## config.mk

```make
export PLATFORM = sky130hd
export DESIGN_NAME = regfile_dump_reader
export DESIGN_NICKNAME = d
export VERILOG_FILES = /design/src/rtl/regfile_dump_reader_pkg.sv /design/src/rtl/regfile_dump_reader.sv
export SDC_FILE = /design/constraint.sdc
export NUM_CORES = 1
export LEC_CHECK = 0
export CORE_ASPECT_RATIO = 0.5
export CORE_MARGIN = 4
export CORE_UTILIZATION = 35
export DETAILED_ROUTE_END_ITERATION = 7
export SLEW_MARGIN = 20
export SYNTH_ARGS = -nofsm -noshare
export SYNTH_HDL_FRONTEND = slang
export SYNTH_SLANG_ARGS = --single-unit
```

## constraint.sdc

```tcl
create_clock -name clk -period 3.3 [get_ports clk]
set_input_delay 0.33 -clock clk [delete_from_list [all_inputs] [get_ports clk]]
set_output_delay 0.33 -clock clk [all_outputs]
set_load 0.05 [all_outputs]
```

## src/rtl/regfile_dump_reader_pkg.sv

```systemverilog
// Shared types and default sizing for the register-file dump reader.
package regfile_dump_reader_pkg;

  typedef enum logic [2:0] {
    IDLE,
    ISSUE,
    CAPTURE,
    SEND_A,
    SEND_B,
    FIN
  } state_t;

  localparam int NUM_REGS_DEF = 32;
  localparam int ADDR_W_DEF   = 5;
  localparam int DATA_W_DEF   = 32;

endpackage

```

## src/rtl/regfile_dump_reader.sv

```systemverilog
// Walks the register file one even/odd pair at a time and streams each word with its index.
// 4 cycles per pair with the sink always ready; holds the word stable while out_ready is low.
module regfile_dump_reader
  import regfile_dump_reader_pkg::*;
#(
  parameter int NUM_REGS = NUM_REGS_DEF,
  parameter int ADDR_W   = ADDR_W_DEF,
  parameter int DATA_W   = DATA_W_DEF
) (
  input  logic              clk,
  input  logic              rst,
  input  logic              start,
  output logic              busy,
  output logic              done,
  output logic [ADDR_W-1:0] rf_rs1,
  output logic [ADDR_W-1:0] rf_rs2,
  input  logic [DATA_W-1:0] rf_data1,
  input  logic [DATA_W-1:0] rf_data2,
  input  logic              rf_wr,
  output logic              out_valid,
  input  logic              out_ready,
  output logic [DATA_W-1:0] out_data,
  output logic [ADDR_W-1:0] out_index
);

  localparam int          P_W    = (ADDR_W > 1) ? ADDR_W - 1 : 1;
  localparam logic [P_W-1:0] LAST_P = P_W'(NUM_REGS / 2 - 1);

  state_t             state, state_nxt;
  logic [P_W-1:0]     p;
  logic [DATA_W-1:0]  buf_a, buf_b;
  logic [ADDR_W-1:0]  even_idx, odd_idx;

  assign even_idx = ADDR_W'({p, 1'b0});
  assign odd_idx  = ADDR_W'({p, 1'b1});

  always_ff @(posedge clk) begin
    if (rst) begin
      state <= IDLE;
      p     <= '0;
      buf_a <= '0;
      buf_b <= '0;
    end else begin
      state <= state_nxt;
      case (state)
        IDLE:    if (start) p <= '0;
        // Both words come from the same read edge, so the pair is coherent.
        CAPTURE: begin
          buf_a <= rf_data1;
          buf_b <= rf_data2;
        end
        SEND_B:  if (out_ready && (p != LAST_P)) p <= p + P_W'(1);
        default: ;
      endcase
    end
  end

  always_comb begin
    state_nxt = state;
    busy      = 1'b0;
    done      = 1'b0;
    out_valid = 1'b0;
    out_data  = '0;
    out_index = '0;
    rf_rs1    = even_idx;
    rf_rs2    = odd_idx;
    case (state)
      IDLE: begin
        rf_rs1 = '0;
        rf_rs2 = ADDR_W'(1);
        if (start) state_nxt = ISSUE;
      end
      // A write at this edge zeroes the read data, so retry until a clean read.
      ISSUE: begin
        busy = 1'b1;
        if (!rf_wr) state_nxt = CAPTURE;
      end
      CAPTURE: begin
        busy      = 1'b1;
        state_nxt = SEND_A;
      end
      SEND_A: begin
        busy      = 1'b1;
        out_valid = 1'b1;
        out_data  = buf_a;
        out_index = even_idx;
        if (out_ready) state_nxt = SEND_B;
      end
      SEND_B: begin
        busy      = 1'b1;
        out_valid = 1'b1;
        out_data  = buf_b;
        out_index = odd_idx;
        if (out_ready) state_nxt = (p == LAST_P) ? FIN : ISSUE;
      end
      FIN: begin
        done      = 1'b1;
        state_nxt = IDLE;
      end
      default: state_nxt = IDLE;
    endcase
  end

endmodule

```

Word-level counts from Yosys, hierarchy flattened
Cells that the tools add are included.
- register bits: 71
- output and inout port bits: 50
- bits of input ports: 69
- reductions and logical operators: 7
- add/sub/neg operators: 1
- equal/unequal tests: 12
- multiplexer cells: 16
- operator list (operator ; number):
    32-bit case mux with 2 select lines ; 1
    3-bit two-way mux ; 5
    3-bit case mux with 5 select lines ; 1
    5-bit two-way mux ; 2
    2-bit inequality test (second input constant) ; 5
    5-bit case mux with 2 select lines ; 1
    4-bit two-way mux ; 2
    4-bit case mux with 2 select lines ; 1
    3-bit by 2-bit equality test with 1-bit output (second input constant) ; 2
    3-bit equality test (second input constant) ; 2
    4-bit by 1-bit adder with 4-bit output (second input constant) ; 1
    4-bit equality test (second input constant) ; 1
    4-bit inequality test (second input constant) ; 1
    4-bit AND reduction ; 1
    4-bit OR reduction ; 1
    3-bit by 1-bit equality test with 1-bit output (second input constant) ; 1
    3-bit logical NOT ; 1
    1-bit two-way mux ; 3
    3-bit AND reduction ; 1
    2-bit nonzero test ; 1
    2-bit OR reduction ; 1
    1-bit logical AND ; 1

Longest topological paths before layout
Gate-level depths: netlist of the first run.
- depth after elaboration: 4
- mapped depth: 6
- gate-level depth less buffers: 4

Least setup slack after synthesis of the first run
Ideal clock, no wire load.
- path type: reg2out
- start point: register state[2]
- end point: output port done
- arrival: 1691 ps
- required time: 2970 ps
- cell stages (with the launch flop): 3
- path buffers: 1
- path slack: 1279 ps
- cells stage by stage: dfxtp_1 -> buf_2 -> nor3b_1
- longest elaborated chain between the ends: 2
- RTL lines (element ; RTL line ; RTL):
    from (decl) ; regfile_dump_reader.sv:29 ; state_t state, state_nxt;
    from (signal assigned) ; regfile_dump_reader.sv:44 ; state <= state_nxt;
    3-bit equality test ; regfile_dump_reader.sv:67 ; case (state)
    1-bit two-way mux ; regfile_dump_reader.sv:67 ;
    to (decl) ; regfile_dump_reader.sv:14 ; output logic done,
Every way passes these cells.

Final worst setup path of the first run
- start point: register state[2]
- end point: output port out_index[3]
- longest elaborated chain between the ends: 2
- RTL lines (element ; RTL line ; RTL):
    3-bit equality test or 3-bit by 2-bit equality test with 1-bit output (tied branches) ; regfile_dump_reader.sv:67 ;
    5-bit case mux with 2 select lines * ; regfile_dump_reader.sv:67 ;
    to (decl) ; regfile_dump_reader.sv:23 ; output logic [ADDR_W-1:0] out_index
Mark *: on every way between the ends. The rest lies on a longest branch, timed or not.

==> impl_metrics.yaml, run 1 <==
timing:
  setup_viol: 0
  hold_violations: 0
  period_minus_slack_ns: 2.54
  tns_ns: 0
  min_period_over_period_pct: 76.9
  slew_viol_final: 0
  timing.slew.headroom_pct: 54.0
  rsz0062_at_grt: "false"
  worstMarginPinSlew_ns: 0.690
  worst_clock_skew_ns: 0.00646
  fmax_mhz: 394
  hold_ws_ns: 0.456
pwr:
  irDropWorstVdd_mv: 0.299
  p_int_mw: 1.80
  seq_power_share_pct: 39.3
  p_clk_share_pct: 48.8
  powerDensity_nw_per_um2: 471
  p_sw_uw: 530
  swShare_pct: 22.7
  leakagePower_nw: 1.72
  p_comb_share_pct: 11.9
final_layout:
  diodes: 0
  multi_input_area_um2: 1830
  seqCellArea_um2: 1420
  drive_gt1_share_pct: 37.8
  final_core_util_pct: 50.9
  area_growth_syn_to_layout_pct: 37.7
  nNetsFinal: 554
  nFillCells: 966
clocking:
  hold_buffers: 0
  root_buffer: "clkbuf_16"
  cts.sinks: 71
  postCtsSetupBuffers: 0
  worstSkewPairLatency_ns: 0.32
  tritoncts: "built"
  clockBufferDepth: 2
  htree_levels: 3
  path_clk_slew_ns: 0.06
  cts_made_buffers: 9
  ctsResizeCount: 0
grt:
  use_met3_pct: 4.25
  grt_pass1_wl_mm: 14.1
  antenna_found_initial: 0
  gr-max-usage-layer: "met2"
  grt_overflow: 0
  grtUsageTotal_pct: 14.6
  grt_pass1_vias: 2827
  met1_usage_pct: 19.8
  grt_start_max_net_pins: 42
  met2_usage_pct: 22.7
worst_setup_path:
  cp-end-kind: "output pin"
  cp.required_ns: 2.97
  r2r_start: "state[1]"
  path_class: "reg2out"
  worstRegToRegCells: 4
  r2r_end: "buf_b[1]"
  rrSetupSlack_ns: 1.19
  crit_path_max_fanout: 38
  startpoint_type: "flip-flop"
  crit_arrival_ns: 2.21
synthesis:
  synth.avg_cell_area_um2: 9.24
  synth_cells: 389
  postSynthNetCount: 459
  ys_seq_area_share_pct: 39.6
  synth_area_um2: 3590
  synth_seq_cells: 71
  synth.area.top_cells: "dfxtp_1, a21oi_2, nand2_2"
  synth.distinct_cells: 37
  yosysTopAreaCellShare_pct: 39.6
  synth_largest_area_cell: "dfxtp_1"
  yosysWarnings: 0
placed_design:
  place_congestion: 0.736
  hpwl_mm: 6.00
  port_buffers: 116
floorplan:
  row_count: 25
  fp.coreArea_um2: 9730
  die_h_um: 79.7
  die_x_um: 151
  die-area_um2: 12100
  num_io_pins: 119
  start_util_pct: 36.9
route:
  detail_route.iter0.violations: 102
  firstDrtPassIters: 4
  detail_route.wirelength_mm: 8.87
  wl_per_cell_um: 14.2
  route.vias.total: 2912
  via_per_inst: 4.67
  ant_nets: 0
  drc: 0
run:
  cap_violations: 0
min_path:
  min_from: "rst"
  hold_path_depth: 2
  worstHoldPathType: "in2reg"
  holdPathEnd: "buf_b[21]"
run_status:
  outcome: "completed"
## flip-flops by register name, indices dropped and copies added (netlist names)
name and cells:
p 4, state 3, buf_b 32, buf_a 32
## layer usage
metal / routed length (um) / vias up
met5: 0 / -
met4: 63 / 0
met3: 436 / 4
met2: 4070 / 64
met1: 4310 / 1347
li1: - / 1497
## power groups by stage
stage | registers [mW] | logic (mW) | clock network (mW)
finish | 0.916 | 0.277 | 1.14
global route | 0.921 | 0.303 | 1.20
CTS | 0.916 | 0.281 | 1.16
detailed placement | 0.935 | 0.280 | 0
global placement | 0.934 | 0.279 | 0
floorplan | 0.923 | 0.196 | 0
## cell usage after synthesis, drive strengths merged
cell type / instances
a211oi: 1
a21oi: 66
a22o: 32
a41o: 1
and2: 4
and3: 2
and3b: 1
buf: 34
clkbuf: 5
conb: 2
dfxtp: 71
ha: 1
inv: 2
nand2: 132
nand2b: 4
nand3: 2
nand4: 1
nand4b: 2
nor2: 2
nor2b: 6
nor3: 3
nor3b: 4
nor4b: 1
o211ai: 2
o21ai: 2
o32ai: 1
o41ai: 1
or2: 1
or3: 1
or3b: 1
xnor2: 1
## cells by family (layout without fill, tap and decap cells)
family	after synthesis	after routing	share of synthesized area, %
other	2	2	0.209
xor gates and xnor gates	1	1	0.244
DFF	71	71	39.6
and+or+nand+nor	167	167	24.5
buffers and inverters	41	141	9.99
adders and majority gates	1	1	0.348
AOI/OAI and AO/OA	106	106	25.1
## stage by stage
stage	power [mW]	area (um2)	std cells	setup WS (ns)
4_1_cts	2.36	4950	624	0.727
6_report	2.33	4950	624	0.761
3_3_place_gp	1.21	4590	608	1.13
5_1_grt	2.42	4950	624	0.578
2_1_floorplan	1.12	3590	389	1.28
3_5_place_dp	1.21	4590	608	1.10
## final cells by class
class                   count  area share (%)
clock buffers              11            5.11
clock inverters             5            2.10
inverters                   2           0.152
multi-input cells         277            36.9
flip-flops and latches     71            28.7
well taps                 135            3.41
repair buffers            123            23.6
## placed cells by master, fill, tap and decap left out, drive strengths merged, types with 3 or more instances in the layout
cell type and count:
a22o 32, nor2b 6, and2 4, nor3b 4, dfxtp 71, bufinv 3, clkdlybuf4s50 78, a21oi 66
nand2b 4, buf 45, nand2 132, nor3 3, clkbuf 11
## worst max-delay path by stage
| stage | cells after the start | start | slack (ns) | endpoint |
|---|---|---|---|---|
| after floorplan | 2 | state[2] | 1.28 | done |
| after detailed placement | 5 | state[2] | 1.10 | out_index[3] |
| after global placement | 5 | state[2] | 1.13 | out_index[2] |
| after CTS | 5 | state[2] | 0.73 | out_index[3] |
| after global routing | 5 | state[2] | 0.58 | out_index[2] |
| final | 5 | state[2] | 0.76 | out_index[3] |
## worst max-delay path, cell delays in order, from the launching register on
cell and delay (ns):
dfxtp_1 0.60, nor3b_4 0.28, buf_4 0.44, or2_1 0.22
and2_1 0.19, buf_12 0.15
(Power assumes the default switching activity.)
==> run 2, diff against run 1 <==
==> constraint.sdc (replaced) <==
create_clock -name clk -period 2.4 [get_ports clk]
set_input_delay 0.24 -clock clk [delete_from_list [all_inputs] [get_ports clk]]
set_output_delay 0.24 -clock clk [all_outputs]
set_load 0.05 [all_outputs]
==> run 2 against run 1 <==
- sequential share of layout area shrank 2.5 points
- setup slack lost 0.70 ns
- hold slack lost 0.13 ns
- core utilization is 4.8 points higher
- final cell count is the same
- first-iteration DRC count grew 21%
- via count grew 0.10%
- total power rose by 37%
- routed wire length grew 0.30%
- sequential cell count did not move
- clock power rose by 35%
- critical path type unchanged
- largest cell class unchanged
==> impl_metrics.yaml, run 2 (synthesis results as in run 1) <==
clocking:
  tritoncts: "built"
  cts.sinks: 71
  root_buffer: "clkbuf_16"
  path_clk_slew_ns: 0.06
  cts_made_buffers: 9
  worstSkewPairLatency_ns: 0.32
  clockBufferDepth: 2
  htree_levels: 3
  postCtsSetupBuffers: 0
timing:
  min_period_over_period_pct: 97.3
  fmax_mhz: 428
  timing.slew.headroom_pct: 65.7
  tns_ns: 0
  setup_ws_ns: 0.0656
  slew_viol_final: 0
  worstMarginPinSlew_ns: 0.514
  setup_viol: 0
  period_minus_slack_ns: 2.33
  worst_clock_skew_ns: 0.00429
  hold_violations: 0
  rsz0062_at_grt: "false"
placed_design:
  place_ws_ns: 0.272
  port_buffers: 116
  place_congestion: 0.782
  hpwl_mm: 5.92
final_layout:
  nNetsFinal: 554
  drive_gt1_share_pct: 38.7
  area_growth_syn_to_layout_pct: 50.7
  final_common_cell: "nand2_1"
  nFillCells: 904
  diodes: 0
  layout_common_cells: "nand2_1, dfxtp_1, clkdlybuf4s50_1"
  final_core_util_pct: 55.7
  reg.largest.list: "buf_a (32), buf_b (32), p (4)"
worst_setup_path:
  crit_start: "state[1]"
  crit_arrival_ns: 2.09
  startpoint_type: "flip-flop"
  slowest_stage: "clkdlybuf4s50_1"
  cp.required_ns: 2.16
  cp_cell_sequence: "nor3_2, nor2b_1, clkdlybuf4s50_1"
  critPathMaxStageDelay_ns: 0.83
  critical_path_buf_inv_count: 1
  cp-end-kind: "output pin"
  path_delay_family: "buffers and inverters"
  r2r_start: "state[1]"
  path_class: "reg2out"
  crit_path_max_fanout: 13
floorplan:
  num_io_pins: 119
  start_util_pct: 36.9
  die_h_um: 79.7
  die-area_um2: 12100
  fp.coreArea_um2: 9730
  die_x_um: 151
  row_count: 25
grt:
  grt_pass1_vias: 2870
  grt_start_max_net_pins: 49
  antenna_found_initial: 0
  grt_overflow: 0
  grt_pass1_wl_mm: 14.3
  grtUsageTotal_pct: 14.9
pwr:
  powerDensity_nw_per_um2: 590
  p_clk_share_pct: 48.1
  p_int_mw: 2.46
  swShare_pct: 23.1
  p_comb_share_pct: 12.5
  irDropWorstVdd_mv: 0.404
  seq_power_share_pct: 39.4
  leakagePower_nw: 1.92
  p_sw_uw: 739
min_path:
  min_from: "rst"
  worstHoldPathType: "in2reg"
run:
  cap_violations: 0
route:
  ant_nets: 0
  firstDrtPassIters: 4
  wl_per_cell_um: 14.3
  via_per_inst: 4.67
  drc: 0
  detail_route.wirelength_mm: 8.90
  detail_route.iter0.violations: 123
  route.vias.total: 2915
run_status:
  outcome: "completed"
[run 2: worst reg2reg max path, stage by stage, from the launching register on]
cell     delay, ns
dfxtp_1       0.62
or3b_2        0.73
buf_12        0.28
nand2_1       0.12
a21oi_2       0.05
[run 2: routing by layer]
| metal | vias up | share of wire [%] | track usage, % |
|---|---|---|---|
| li1 | 1494 | - | - |
| met1 | 1342 | 46 | 19.5 |
| met2 | 73 | 47 | 24.0 |
| met3 | 6 | 5.9 | 4.25 |
| met4 | 0 | 0.90 | 4.34 |
| met5 | - | 0 | 0 |
[run 2: through the flow]
step / area, um2 / cells / total power [mW] / hold slack [ns]
after floorplan: 3590 / 389 / 1.54 / 0.367
after global placement: 5050 / 608 / 1.69 / 0.450
after detailed placement: 5050 / 608 / 1.69 / 0.452
after CTS: 5400 / 624 / 3.24 / 0.318
after global routing: 5420 / 624 / 3.33 / 0.333
final: 5420 / 624 / 3.20 / 0.327
[run 2: path summary, 6_finish.rpt]
check              end  cells after the start  slack, ns
min          buf_a[23]                      2       0.33
max reg2reg  buf_a[14]                      4       0.48
min reg2reg   buf_a[7]                      2       0.46
max          rf_rs1[4]                      3       0.07
[run 2: power groups by stage]
stage	Sequential [mW]	Combinational, mW	Clock, mW
2_1_floorplan	1.27	0.269	0
3_3_place_gp	1.29	0.401	0
3_5_place_dp	1.28	0.402	0
4_1_cts	1.26	0.406	1.58
5_1_grt	1.27	0.435	1.63
6_report	1.26	0.400	1.54
[run 2: repair_timing]
item / 4_1_cts / 5_1_grt
hold buffers: 0 / 0
setup endpoints to repair: 33 / 32
resized for setup: 5 / 6
[run 2: cell type report]
class | instances | area (um2) | area share [%]
Clock buffer | 10 | 239 | 4.41
Sequential cell | 71 | 1420 | 26.3
Clock inverter | 6 | 108 | 1.99
Timing Repair Buffer | 123 | 1640 | 30.3
Inverter | 2 | 7.51 | 0.139
Multi-Input combinational cell | 277 | 1830 | 33.8
Tap cell | 135 | 169 | 3.12
